==> src/rtl/uart_receiver_if.sv <==
// Byte-side and line-side signals of uart_receiver, bundled as one interface.
// The receiver uses the slave modport; the line driver and byte consumer use master.
interface uart_receiver_if;
  logic       serial_in;
  logic [7:0] data_out;
  logic       data_out_valid;
  logic       data_out_ready;
  logic       framing_error;
  logic       overrun;

  modport slave (
    input  serial_in,
    input  data_out_ready,
    output data_out,
    output data_out_valid,
    output framing_error,
    output overrun
  );

  modport master (
    output serial_in,
    output data_out_ready,
    input  data_out,
    input  data_out_valid,
    input  framing_error,
    input  overrun
  );
endinterface

==> src/rtl/uart_receiver.sv <==
// 8N1 UART receiver: mid-symbol sampling, one-entry ready/valid output buffer.
// Defining UART_RX_SYNC_EN inserts a 2-flop synchronizer on serial_in (+2 cycles latency).
module uart_receiver #(
  parameter int CLOCK_FREQ = 125_000_000,
  parameter int BAUD_RATE  = 115_200
) (
  input  logic           clk,
  input  logic           rst,
  uart_receiver_if.slave bus
);
  localparam int SYMBOL_EDGE_TIME = CLOCK_FREQ / BAUD_RATE;
  localparam int SAMPLE_TIME      = SYMBOL_EDGE_TIME / 2;
  localparam int CNT_W            = $clog2(SYMBOL_EDGE_TIME);
  localparam logic [CNT_W-1:0] SAMPLE_LAST = CNT_W'(SAMPLE_TIME - 1);
  localparam logic [CNT_W-1:0] SYMBOL_LAST = CNT_W'(SYMBOL_EDGE_TIME - 1);

  typedef enum logic [1:0] {IDLE, START, DATA, STOP} state_e;

  state_e           state_q, state_d;
  logic [CNT_W-1:0] cnt_q, cnt_d;
  logic [2:0]       bit_q, bit_d;
  logic [7:0]       shift_q, shift_d;
  logic [7:0]       data_q, data_d;
  logic             valid_q, valid_d;
  logic             ferr_q, ferr_d;
  logic             ovr_q, ovr_d;
  logic             prev_q;
  logic             line;
  logic             accept;

`ifdef UART_RX_SYNC_EN
  logic [1:0] sync_q;

  always_ff @(posedge clk) begin
    if (rst) sync_q <= 2'b11;
    else     sync_q <= {sync_q[0], bus.serial_in};
  end

  assign line = sync_q[1];
`else
  assign line = bus.serial_in;
`endif

  assign accept = valid_q & bus.data_out_ready;

  always_ff @(posedge clk) begin
    if (rst) begin
      state_q <= IDLE;
      cnt_q   <= '0;
      bit_q   <= '0;
      shift_q <= '0;
      data_q  <= '0;
      valid_q <= 1'b0;
      ferr_q  <= 1'b0;
      ovr_q   <= 1'b0;
      prev_q  <= 1'b1;
    end else begin
      state_q <= state_d;
      cnt_q   <= cnt_d;
      bit_q   <= bit_d;
      shift_q <= shift_d;
      data_q  <= data_d;
      valid_q <= valid_d;
      ferr_q  <= ferr_d;
      ovr_q   <= ovr_d;
      prev_q  <= line;
    end
  end

  // A line held low never starts a frame: only a 1->0 transition leaves IDLE.
  always_comb begin
    state_d = state_q;
    cnt_d   = cnt_q + CNT_W'(1);
    bit_d   = bit_q;
    shift_d = shift_q;
    data_d  = data_q;
    valid_d = valid_q & ~accept;
    ferr_d  = 1'b0;
    ovr_d   = 1'b0;
    case (state_q)
      IDLE: begin
        cnt_d = '0;
        if (prev_q && !line) state_d = START;
      end
      START: begin
        if (cnt_q == SAMPLE_LAST) begin
          cnt_d   = '0;
          bit_d   = '0;
          state_d = line ? IDLE : DATA;
        end
      end
      DATA: begin
        if (cnt_q == SYMBOL_LAST) begin
          cnt_d   = '0;
          shift_d = {line, shift_q[7:1]};
          bit_d   = bit_q + 3'd1;
          if (bit_q == 3'd7) state_d = STOP;
        end
      end
      STOP: begin
        // Leaving at mid-stop-bit lets the next start edge arrive with no idle gap.
        if (cnt_q == SYMBOL_LAST) begin
          cnt_d   = '0;
          state_d = IDLE;
          if (!line) begin
            ferr_d = 1'b1;
          end else if (!valid_q || accept) begin
            data_d  = shift_q;
            valid_d = 1'b1;
          end else begin
            ovr_d = 1'b1;
          end
        end
      end
      default: state_d = IDLE;
    endcase
  end

  assign bus.data_out       = data_q;
  assign bus.data_out_valid = valid_q;
  assign bus.framing_error  = ferr_q;
  assign bus.overrun        = ovr_q;
endmodule

==> src/flat_wrapper.sv <==
// flat-port wrapper written by rule: the top's interface ports become plain ports
module uart_receiver_flat 
#(
  parameter int CLOCK_FREQ = 125_000_000,
  parameter int BAUD_RATE  = 115_200
)
  (clk, rst, bus_serial_in, bus_data_out_ready, bus_data_out, bus_data_out_valid, bus_framing_error, bus_overrun);
  uart_receiver_if bus_i ();
  input  logic clk;
  input  logic rst;
  input wire logic [$bits(bus_i.serial_in)-1:0] bus_serial_in;
  input wire logic [$bits(bus_i.data_out_ready)-1:0] bus_data_out_ready;
  output wire logic [$bits(bus_i.data_out)-1:0] bus_data_out;
  output wire logic [$bits(bus_i.data_out_valid)-1:0] bus_data_out_valid;
  output wire logic [$bits(bus_i.framing_error)-1:0] bus_framing_error;
  output wire logic [$bits(bus_i.overrun)-1:0] bus_overrun;
  assign bus_i.serial_in = bus_serial_in;
  assign bus_i.data_out_ready = bus_data_out_ready;
  assign bus_data_out = bus_i.data_out;
  assign bus_data_out_valid = bus_i.data_out_valid;
  assign bus_framing_error = bus_i.framing_error;
  assign bus_overrun = bus_i.overrun;
  uart_receiver #(.CLOCK_FREQ(CLOCK_FREQ), .BAUD_RATE(BAUD_RATE)) u_core (.clk(clk), .rst(rst), .bus(bus_i));
endmodule
==> config.mk <==
export PLATFORM = sky130hd
export DESIGN_NAME = uart_receiver_flat
export DESIGN_NICKNAME = d
export VERILOG_FILES = /design/src/rtl/uart_receiver_if.sv /design/src/rtl/uart_receiver.sv /design/src/flat_wrapper.sv
export SDC_FILE = /design/constraint.sdc
export NUM_CORES = 1
export LEC_CHECK = 0
export ABC_AREA = 1
export BUFFER_PORTS_ARGS = -buffer_cell sky130_fd_sc_hd__buf_2
export CAP_MARGIN = 20
export CORE_UTILIZATION = 55
export CTS_BUF_LIST = sky130_fd_sc_hd__clkbuf_4 sky130_fd_sc_hd__clkbuf_8
export CTS_CLUSTER_DIAMETER = 100
export DETAILED_ROUTE_END_ITERATION = 8
export PLACE_DENSITY = 0.84
export SLEW_MARGIN = 20
export SYNTH_ARGS = -nofsm -noshare
export SYNTH_HDL_FRONTEND = slang
export SYNTH_SLANG_ARGS = --single-unit
==> constraint.sdc <==
create_clock -name clk -period 1.4 [get_ports clk]
set_input_delay 0.28 -clock clk [delete_from_list [all_inputs] [get_ports clk]]
set_output_delay 0.28 -clock clk [all_outputs]
set_load 0.005 [all_outputs]
# Word level (Yosys, flattened, before mapping)
# Index checks and enable logic that the tools add are counted.
dict set report classes {
  eq_ne 11
  n_addsub 2
  n_reduce_logical 13
  n_bitwise 6
  muxes 19
}
# op count
set ops {}
lappend ops {{11-bit case mux with 3 select lines} 1}
lappend ops {{11-bit two-way mux} 2}
lappend ops {{2-bit two-way mux} 6}
lappend ops {{11-bit by 1-bit adder with 11-bit output, second input constant} 1}
lappend ops {{11-bit by 10-bit equality test with 1-bit output, second input constant} 1}
lappend ops {{11-bit equality test, second input constant} 1}
lappend ops {{2-bit by 1-bit inequality test with 1-bit output, second input constant} 5}
lappend ops {{2-bit case mux with 4 select lines} 1}
lappend ops {{1-bit two-way mux} 6}
lappend ops {{3-bit two-way mux} 2}
lappend ops {{3-bit case mux with 2 select lines} 1}
lappend ops {{5-bit AND reduction} 1}
lappend ops {{2-bit equality test, second input constant} 2}
lappend ops {{1-bit NOT} 4}
lappend ops {{4-bit AND reduction} 1}
lappend ops {{4-bit OR reduction} 1}
lappend ops {{3-bit by 1-bit adder with 3-bit output, second input constant} 1}
lappend ops {{3-bit equality test, second input constant} 1}
lappend ops {{3-bit AND reduction} 1}
lappend ops {{3-bit OR reduction} 1}
lappend ops {{1-bit bitwise AND} 2}
lappend ops {{2-bit by 1-bit equality test with 1-bit output, second input constant} 1}
lappend ops {{1-bit zero test} 2}
lappend ops {{2-bit zero test} 1}
lappend ops {{other kinds (5)} 5}
dict set report word_totals {
  regBits 36
  inputBits 4
}

# Logic depth before layout (Yosys ltp)
dict set report logic_depth {
  word_depth 7
  mapped_depth 12
}

# Worst setup path after synthesis
# No wires, ideal clock.
dict set report synth_path {
  kind {register to register}
  startpoint {register u_core.cnt_q[0]}
  endpoint {register u_core.data_q[6] (netlist: u_core.bus.data_out[6])}
  path_stages_with_launch 11
  setup_slack_ps -93
  required_time_ps 1285
  path_buffers 1
  t_arrival_ps 1378
  synth_period_minus_slack_ps 1493
  path_cell_list {dfxtp_1 inv_1 ha_1 nand2_1 nor2_4 nand3_4 nor2_4 nand3_4 buf_6 o21ai_2 a21oi_2}
}
dict set report synth_between {
  elab_chain_cells 2
}
# item line_no
set synth_lines {}
lappend synth_lines {{start: declaration} uart_receiver.sv:20} ;# logic [CNT_W-1:0] cnt_q, cnt_d;
lappend synth_lines {{start signal: assignment} uart_receiver.sv:59} ;# cnt_q <= cnt_d;
lappend synth_lines {{11-bit equality test} uart_receiver.sv:102} ;# if (cnt_q == SYMBOL_LAST) begin
lappend synth_lines {{4-bit AND reduction (no source line)} n/a}
lappend synth_lines {{end signal: assignment} uart_receiver.sv:62} ;# data_q <= data_d;
lappend synth_lines {{end: declaration} uart_receiver.sv:23} ;# logic [7:0] data_q, data_d;
# Every way passes these cells.
# A chain may end at the register's enable or synchronous reset.

# Worst setup path in the final report
# Ends and elaborated chain as after synthesis.

==> results by group <==
Setup path
  – Worst EP required: 1660 ps
  – CP arrival: 1780 ps
  – Cells on worst reg2reg path: 9
  – Max FO, Critical Path: 5
  – Startpoint type of the worst setup path: flip-flop
  – WS Path Type: reg -> reg
  – CP Capture Type: flip-flop

Layout
  – Commonest non-fill, non-tap cells in the layout: dfxtp_1, inv_1, nand2_1, nor2_1, buf_4
  – Leading cell type in the layout, fill and taps excluded: dfxtp_1
  – # diodes: 0
  – Syn-to-layout area delta: 31.2%
  – Nets: 272
  – Fraction of layout cells with a size suffix above 1: 0.392
  – Design area: 2200 um^2

Global routing
  – Antenna violations before repair: 0
  – GR Overflow Total: 0
  – All-Layer GR Usage: 0.253
  – Number of global-route vias before repair: 1404
  – Largest net degree at the start of global routing: 15
  – Global-route wire length before repair: 6150 um

Die
  – Initial Utilization: 0.593
  – Core area: 2830 um^2
  – # rows: 19
  – Die height: 57.2 um
  – Boundary Pins: 15
  – Chip width: 57.2 um
  – DIE AREA: 3280 um^2

Yosys
  – Cell Area, Synth: 1680 um^2
  – Cell count after synthesis: 219
  – Synth unique cells: 23
  – Seq/Total Area, Yosys: 0.430
  – Post-synth top area share: 0.430
  – Synth area leaders: dfxtp_1, nand2_1, inv_1, ha_1, nor2_1
  – Synth Net Count: 232
  – Yosys reg bits: 36
  – Yosys warnings: 0
  – Avg Inst Size Synth: 7.66 um^2
  – Yosys top cell by area: dfxtp_1

Routing
  – Vias/cell: 5.35
  – Drt wl/cell: 14.4 um
  – DR pass1 iterations: 9
  – Routed wire length: 4200 um
  – Post-route ant nets: 0
  – Initial DRC count: 83
  – Via count: 1556
  – # DRC: 5

Hold path
  – Hold Crit Class: in -> reg
  – Hold depth: 3

Timing
  – Final Max Slew Viols: 0
  – Worst slew margin: 0.720
  – Post-route clock period utilization: 1.09
  – Final hold vios: 0
  – Min setup slack post-route: -121 ps
  – Final min period: 1520 ps
  – Setup TNS: -1830 ps
  – RSZ-0062 raised after global routing: true
  – Worst slew pin tran: 420 ps
  – Setup Skew: 12.8 ps
  – Max Fclk: 0.657 GHz
  – Endpoints failing setup: 32

Placement
  – Placed cell area: 1940 um^2
  – Final Wtd Congestion: 0.875
  – Buffers on Ports: 14
  – Post-DP HPWL: 2540 um

CTS
  – CTS tree: yes
  – Clock-pin slew on the worst setup and hold paths: 120 ps
  – Clock Path Buffers: 2
  – Skew-Pair Late Insertion Delay: 360 ps
  – Hold buffer count at cts: 0
  – Num Clock Sinks: 36
  – Clock root cell: clkbuf_4
  – Htree depth: 2
  – Clock buffer count from CTS: 5

Power
  – Max rail drop VDD: 0.914 mV
  – Cell Pwr Density: 1170 nW/um^2
  – P_leak: 0.000897 uW

Outcome
  – Failing checks: DRC, setup timing
  – Status: finished, violations left

Run
  – Max-Cap Viols: 0
==> synth_stat cells, drive strengths merged <==
| master | instances |
|---|---|
| nand2 | 39 |
| dfxtp | 36 |
| inv | 36 |
| nor2 | 31 |
| a21oi | 22 |
| nand3 | 19 |
| ha | 9 |
| o21ai | 9 |
| nor3 | 4 |
| clkbuf | 3 |
| xnor2 | 3 |
| xor2 | 3 |
| nor4 | 2 |
| buf | 1 |
| nand4 | 1 |
| or2 | 1 |
==> worst paths after layout <==
check	from	end	slack, ps
worst max-delay path	u_core.cnt_q[0]	u_core.bus.data_out[6]	-120
worst min-delay path	bus_serial_in	u_core.shift_q[7]	270
worst max register to register	u_core.cnt_q[0]	u_core.bus.data_out[6]	-120
worst min register to register	u_core.bus.data_out[4]	u_core.bus.data_out[4]	450
==> report_power, final <==
| part | leakage, uW | internal (uW) | total [uW] | switching, uW |
|---|---|---|---|---|
| clock | 0.0000349 | 193 | 565 | 372 |
| sequential | 0.000293 | 1070 | 1100 | 30.4 |
| combinational | 0.000570 | 339 | 915 | 575 |
| total | 0.000897 | 1600 | 2580 | 978 |
==> cell families after synthesis <==
group | after synthesis | share of synthesized area
adder cells (fa/ha/maj) | 9 | 0.0671
XOR/XNOR | 6 | 0.0313
AND/OR/NAND/NOR | 97 | 0.277
buffers and inverters | 40 | 0.0940
flip-flops | 36 | 0.430
AO/OA/AOI/OAI | 31 | 0.101
==> worst max-delay path, cell delays in order, from the launching register on <==
cell	delay, ps
dfxtp_4	390
inv_4	60
ha_4	120
nand2_4	50
nor2_4	100
nand3_4	120
nor2_4	180
nand3_2	150
o21ai_2	210
a21oi_2	50
==> layout make-up <==
type                       count  area, um^2
multi-input combinational    145        1000
tap                           31        38.8
inverter                      36         143
clock buffer                   5        37.5
clock inverter                 3        18.8
fill                         180         628
sequential                    36         728
timing repair buffer          35         235
==> registers in the layout, summed over array words and instances (netlist names), named ones only <==
name                       flops
u_core.bus.data_out            8
u_core.shift_q                 8
u_core.bus.framing_error       1
u_core.cnt_q                  11
u_core.state_q                 1
u_core.bus.overrun             1
u_core.bus.data_out_valid      1
u_core.prev_q                  1
u_core.bit_q                   3
==> per-layer routing <==
metal  vias to the layer above  global-route usage  wire length, um
li1                        769                   -                -
met1                       711               0.305             1730
met2                        65               0.408             2110
met3                        11              0.0771              256
met4                         0               0.129               97
met5                         -                   0                0
==> timing repair <==
action                                  in CTS  in global routing
endpoints found under the setup margin      32                 33
pin swaps                                   11                 18
gates resized for setup                     20                 34
setup buffers                                0                  0
cloned                                       2                  0
==> stage by stage <==
| step | worst slack [ps] | hold slack [ps] | instances | power, uW | util |
|---|---|---|---|---|---|
| floorplan | -47.3 | 349 | 219 | 1500 | - |
| global placement | -36.4 | 432 | 281 | 1700 | 0.687 |
| detailed placement | -114 | 433 | 281 | 1720 | 0.687 |
| CTS | -64.6 | 259 | 291 | 2400 | 0.733 |
| global route | -225 | 289 | 291 | 2710 | 0.778 |
| finish | -121 | 274 | 291 | 2580 | 0.778 |
Power figures use the tool's default switching activity.
